$ cat src/rtl/uart_tx_fifo.sv
// UART transmitter with an internal TX FIFO and a valid/ready byte input.
// Frame format (data bits, parity, stop bits) and baud divider are fixed at elaboration.
module uart_tx_fifo #(
  parameter int CLK_FREQ   = 100_000_000,
  parameter int BAUD_RATE  = 115_200,
  parameter int DATA_BITS  = 8,
  parameter int PARITY     = 0,
  parameter int STOP_BITS  = 1,
  parameter int FIFO_DEPTH = 16
) (
  input  logic                          clk,
  input  logic                          rst,
  input  logic                          i_valid,
  input  logic [DATA_BITS-1:0]          i_data,
  output logic                          o_ready,
  output logic                          o_tx,
  output logic                          o_busy,
  output logic                          o_done,
  output logic [$clog2(FIFO_DEPTH):0]   o_count
);
  localparam int DIVIDER = CLK_FREQ / BAUD_RATE;
  localparam int AW      = $clog2(FIFO_DEPTH);
  localparam int CW      = AW + 1;
  localparam int DW      = (DIVIDER > 2) ? $clog2(DIVIDER) : 1;
  localparam int BW      = $clog2(DATA_BITS);

  if (DIVIDER < 2 || DATA_BITS < 5 || DATA_BITS > 9 || PARITY < 0 || PARITY > 2 ||
      (STOP_BITS != 1 && STOP_BITS != 2) || FIFO_DEPTH < 2 ||
      (FIFO_DEPTH & (FIFO_DEPTH - 1)) != 0) begin : g_bad_param
    $error("uart_tx_fifo: illegal parameter set");
  end

  typedef enum logic [2:0] {S_IDLE, S_START, S_DATA, S_PARITY, S_STOP} state_t;

  logic [DATA_BITS-1:0] mem [FIFO_DEPTH];
  logic [AW-1:0]        wr_ptr, rd_ptr;
  logic                 push, pop;

  state_t               state;
  logic [DW-1:0]        baud;
  logic [BW-1:0]        bit_idx;
  logic                 stop_idx;
  logic [DATA_BITS-1:0] shift, sr;
  logic                 baud_end, stop_last, frame_end, par_bit;

  assign o_ready   = (o_count != CW'(FIFO_DEPTH));
  assign push      = i_valid && o_ready;
  assign baud_end  = (baud == DW'(DIVIDER - 1));
  assign stop_last = (stop_idx == 1'(STOP_BITS - 1));
  assign frame_end = (state == S_STOP) && baud_end && stop_last;
  assign pop       = (o_count != '0) && ((state == S_IDLE) || frame_end);
  // shift keeps the untouched word for parity; sr is the working shifter
  assign par_bit   = (PARITY == 1) ? ~^shift : ^shift;
  assign o_busy    = (state != S_IDLE) || (o_count != '0);

  always_ff @(posedge clk) begin
    if (push) mem[wr_ptr] <= i_data;
  end

  always_ff @(posedge clk or posedge rst) begin
    if (rst) begin
      wr_ptr  <= '0;
      rd_ptr  <= '0;
      o_count <= '0;
    end else begin
      if (push) wr_ptr <= wr_ptr + 1'b1;
      if (pop)  rd_ptr <= rd_ptr + 1'b1;
      o_count <= o_count + CW'(push) - CW'(pop);
    end
  end

  always_ff @(posedge clk or posedge rst) begin
    if (rst) begin
      state    <= S_IDLE;
      baud     <= '0;
      bit_idx  <= '0;
      stop_idx <= 1'b0;
      shift    <= '0;
      sr       <= '0;
      o_tx     <= 1'b1;
      o_done   <= 1'b0;
    end else begin
      // registered pulse lands on the last cycle of the last stop bit
      o_done <= (state == S_STOP) && stop_last && (baud == DW'(DIVIDER - 2));
      baud   <= baud_end ? '0 : baud + 1'b1;
      case (state)
        S_IDLE: begin
          baud <= '0;
          o_tx <= 1'b1;
          if (pop) begin
            shift   <= mem[rd_ptr];
            sr      <= mem[rd_ptr];
            bit_idx <= '0;
            state   <= S_START;
            o_tx    <= 1'b0;
          end
        end
        S_START: if (baud_end) begin
          state <= S_DATA;
          o_tx  <= sr[0];
        end
        S_DATA: if (baud_end) begin
          if (bit_idx == BW'(DATA_BITS - 1)) begin
            stop_idx <= 1'b0;
            if (PARITY != 0) begin
              state <= S_PARITY;
              o_tx  <= par_bit;
            end else begin
              state <= S_STOP;
              o_tx  <= 1'b1;
            end
          end else begin
            bit_idx <= bit_idx + 1'b1;
            sr      <= sr >> 1;
            o_tx    <= sr[1];
          end
        end
        S_PARITY: if (baud_end) begin
          state    <= S_STOP;
          stop_idx <= 1'b0;
          o_tx     <= 1'b1;
        end
        S_STOP: if (baud_end) begin
          if (!stop_last) begin
            stop_idx <= 1'b1;
          end else if (pop) begin
            shift   <= mem[rd_ptr];
            sr      <= mem[rd_ptr];
            bit_idx <= '0;
            state   <= S_START;
            o_tx    <= 1'b0;
          end else begin
            state <= S_IDLE;
            o_tx  <= 1'b1;
          end
        end
        default: begin
          state <= S_IDLE;
          o_tx  <= 1'b1;
        end
      endcase
    end
  end
endmodule

$ cat config.mk
export PLATFORM = sky130hd
export DESIGN_NAME = uart_tx_fifo
export DESIGN_NICKNAME = d
export VERILOG_FILES = /design/src/rtl/uart_tx_fifo.sv
export SDC_FILE = /design/constraint.sdc
export NUM_CORES = 1
export LEC_CHECK = 0
export CAP_MARGIN = 5
export CORE_ASPECT_RATIO = 1.1
export CORE_MARGIN = 4
export CORE_UTILIZATION = 50
export CTS_CLUSTER_SIZE = 16
export DETAILED_ROUTE_END_ITERATION = 16
export PLACE_DENSITY = 0.7
export SLEW_MARGIN = 0
export SYNTH_ARGS = -nofsm -noshare
export SYNTH_HDL_FRONTEND = slang
export SYNTH_SLANG_ARGS = --single-unit
$ cat constraint.sdc
create_clock -name clk -period 3.6 [get_ports clk]
set_input_delay 0.36 -clock clk [delete_from_list [all_inputs] [get_ports clk]]
set_output_delay 0.36 -clock clk [all_outputs]
set_load 0.01 [all_outputs]
# == Word level (Yosys, flattened, before mapping) ==
# Memories as Yosys holds them, arrays and structs flattened.
# Index checks and enable logic that the tools add are counted.
# word_totals
regBits,40
ram_bits,128
n_memories,1
# classes
addsub,6
eq_ne,16
n_mux,39
bitwise,1
reduce_logical,17
# mem_list
memory,depth,width,read_ports,rd_clocked_by_memory_dff,write_ports,line,rtl
mem,16,8,1,0,1,35,logic [DATA_BITS-1:0] mem [FIFO_DEPTH];
# ops
cell,count
$mux W8,5
$mux W3,12
$pmux W8 S3,1
$eq A10 B10 Y1 const B,2
$mux W10,2
$ne A2 B2 Y1 const B,8
$mux W1,15
$pmux W3 S5,1
$reduce_and A5 Y1,3
$add A10 B1 Y10 const B,1
$pmux W3 S3,1
$reduce_bool A3 Y1,3
$add A4 B1 Y4 const B,2
$reduce_and A7 Y1,1
$eq A3 B2 Y1 const B,2
$eq A3 B3 Y1 const B,2
$logic_and A1 B1 Y1,6
$add A5 B1 Y5,1
$ne A5 B5 Y1 const B,1
$pmux W1 S5,1
$reduce_bool A5 Y1,1
$sub A5 B1 Y5,1
$add A3 B1 Y3 const B,1
$eq A3 B1 Y1 const B,1
4 further kinds,5

# == Longest topological paths before layout ==
# logic_depth
word_depth,9
ltp_mapped,13
mapped_depth_nobuf,12

# == Worst setup path before layout ==
# No wires, ideal clock.
# synth_path
kind,register -> register
start,reg o_count[3]
end,reg o_count[4]
setup_time_ps,123
t_arrival_ps,2514
required_ps,3477
setup_slack_ps,963
path_stages_with_launch,14
synth_period_minus_slack_ps,2637
path_cell_list,dfrtp_1 inv_1 ha_1 nor4b_2 nand2b_1 a21oi_1 buf_2 xnor2_1 ha_1 fa_1 a21oi_1 nor2_1 nor2_1 xnor2_1
# synth_between
elab_chain_len,4
word_cells_on_any_way,6
classes_between,2 x add/sub; 1 x eq/ne; 3 x reduce/logical
# synth_lines
element,line,rtl
start: declaration,19,output logic [$clog2(FIFO_DEPTH):0] o_count
start signal: assignment,68,o_count <= o_count + CW'(push) - CW'(pop);
$ne A5 B5 Y1,46,assign o_ready = (o_count != CW'(FIFO_DEPTH));
$logic_and A1 B1 Y1,47,assign push = i_valid && o_ready;
$add A5 B1 Y5,68,
$sub A5 B1 Y5 *,68,
# Every way passes the cells marked *; elsewhere a longest branch is shown, timed or not.
# A chain may end at the register's enable or synchronous reset.

# == Final worst setup path ==
# layout_path
start,reg o_count[2]
end,reg o_count[4]
# Same word-level chain as after synthesis.

==> results.md <==
- Outcome: completed
- Main synth FF type: edfxtp_1
- Worst-Skew Late Latency: 420 ps
- Final Max Slew Viols: 0
- Die Ht: ~130 um
- Largest net degree at the start of global routing: 27
- Synth Cell Area: approximately 7000 sq um
- Port Buf Inserts: 19
- Max Buffers Root-to-Sink: 2
- Vias in the first global route: 3936
- Layout Cells excl Fill: 674
- Setup-failing EPs final: 0
- DRC: 0
- DP HPWL: between 8000 and 9000 um
- Most instantiated cells after synthesis: edfxtp_1 (128), dfrtp_1 (38), nand2_1 (36)
- Met3 wire len: roughly 550 um
- Synth warn: 0
- Syn Nets: 472
- Initial DRC Count: 279
- Routed via count: between 3k and 4k
- Grt total ovfl: 0
- Quantity of hold-fixing buffers added after cts: 0
- Net count, final: around 500
- Crit path launch type: flop
- Clock slew at reported path FFs: about 60 ps
- Post-synth EDFFs: 128
- TritonCTS Buffers: 17
- CTS tree: built
- Avg Inst Size Synth: between 15 and 20 sq um
- Dominant cell type by area after synthesis: edfxtp_1
- Worst R2R Path Depth: 13
- Final Hold Vio Count: 0
- Slew @ Worst Pin: about 1200 ps
- Initial Util: 0.510
- Die width: approximately 120 um
- Synth async-reset ratio: 0.234
- IO Pins: 20
- Count leader, synth: edfxtp_1
- VDD IR max: 411 uV
- Initial antenna violation count: 0
- Total wire length: 13500 um
- Leakage: 2.92 nW
- Drt wl/cell: about 20 um
- Pwr/cell area: about 600 nW/um^2
- Gr usage total: 0.180
- Gate Count Post-Synth: between 400 and 500
- Crit path required time: 3940 ps
- First-pass GRT wire length: 21600 um
- Final worst-path cycle share: 0.797
- Die Area: about 16000 sq um
- DRT antenna net count: 0
- Peak Freq: 349 MHz
- Wl on met1: between 5000 and 6000 um
- Count of cell types in the netlist: between 50 and 60
- Synth-to-Final Area Change: 14.1%
- Seq/Total Area, Yosys: 0.685
- Diode count: 0
- CTS resizes: 0
- Vias/cell: approximately 5.7
- Wire length on met2: 6860 um
- Data arrival time at the worst-slack endpoint: 3210 ps
- 1st-pass router iterations: 4
- Max-slew headroom: 0.226
- Setup TNS: 0 ps
- CTS root buffer: clkbuf_16
- Final GP Congestion: between 0.8 and 0.9
- Worst Clk Skew: roughly 12 ps
- Hold Path Class: primary input to async pin
- Core area: approximately 14000 sq um
- Endpoint class of the critical path: flop
- Synth Register Bits: between 150 and 200
- Peak fanout along the critical path: 13
- Site Rows: 45
- Post-CTS Setup Bufs: 0
- Share of cells above drive strength 1: 0.144
- Top sig layer: met4
- CP Class: flop to flop
- Cells after DPL: 642
- Total power: 4.81 mW
- Share of the synthesized area in the top cell type: 0.546
- H-Tree Depth: 4
- Max_cap viols: 0
- CTS Sinks: about 170
- RSZ-0062 raised after global routing: no
- Synth area leaders: edfxtp_1 (55%), dfrtp_1 (14%), mux4_2 (7.0%), mux2i_1 (3.1%), ha_1 (2.5%)
- Tmin final: approximately 2900 ps
## routing by layer
metal	vias to the layer above	track usage
li1	1760	-
met1	1956	0.241
met2	88	0.288
met3	16	0.0385
met4	0	0.0760
met5	-	0
## final timing paths
check,slack (ps),startpoint,to
worst max register to register,730,o_count[2],o_count[4]
max in group asynchronous,2370,rst,rd_ptr[0]
min in group clk,490,sr[7],sr[6]
worst min-delay path,470,rst,wr_ptr[3]
worst min register to register,490,sr[7],sr[6]
worst max-delay path,730,o_count[2],o_count[4]
## placed cells by master, fill, tap and decap left out, drive strengths merged, types with 9 or more instances in the layout
master         netlist  layout
ha                  14      14
dfrtp               38      38
clkdlybuf4s50        0      19
and2                 9       9
nand2               36      36
mux4                22      22
buf                 10       9
nor2                22      22
nand3               13      13
a21oi               12      12
o21ai               16      16
inv                 12      14
clkbuf              10      20
xnor2               12      12
edfxtp             128     128
mux2i               22      22
## power by group
part | switching (mW) | leakage, nW | internal [mW]
registers | 0.0984 | 1.63 | 2.28
clock network | 0.718 | 0.286 | 1.09
logic | 0.353 | 0.997 | 0.266
## worst max-delay path, stage by stage, from the launching register on
cell and delay [ps]:
dfrtp_1 400, inv_1 100, ha_1 170, nor4b_2 450, nand2b_1 220, a21oi_1 50, buf_4 200, xnor2_1 140
ha_1 220, fa_1 410, a21oi_1 140, nor2_1 50, nor2_1 110, xnor2_1 130
## kinds of logic (layout without fill, tap and decap cells)
family	count (synthesis)	after routing	synth area share
adders and majority gates	15	15	0.0277
DFF	167	167	0.685
xor gates and xnor gates	18	18	0.0224
muxes	47	47	0.106
AOI/OAI and AO/OA	59	59	0.0587
and+or+nand+nor	107	107	0.0789
buffers and inverters	33	73	0.0210
## metrics by stage
stage	utilization	hold WS (ps)	instance area (sq um)	worst slack, ps
global placement	0.540	464	7450	820
finish	0.582	469	8040	731
CTS	0.582	489	8040	715
floorplan	-	445	7040	963
global route	0.582	505	8040	478
detailed placement	0.540	475	7450	755
## layout make-up
type	count	area, sq um
clock buffer	20	437
clock inverter	12	151
fill	1055	5760
inverter	13	48.8
multi-input combinational	246	2070
sequential	167	4820
tap	188	235
timing repair buffer	28	270
## flip-flops by register name, summed over array words and instances, names as in the netlist
signal / cells
bit_idx: 3
state: 3
wr_ptr: 4
baud: 10
sr: 8
o_done: 1
o_tx: 1
mem: 128
rd_ptr: 4
o_count: 5
Power figures use the tool's default switching activity.
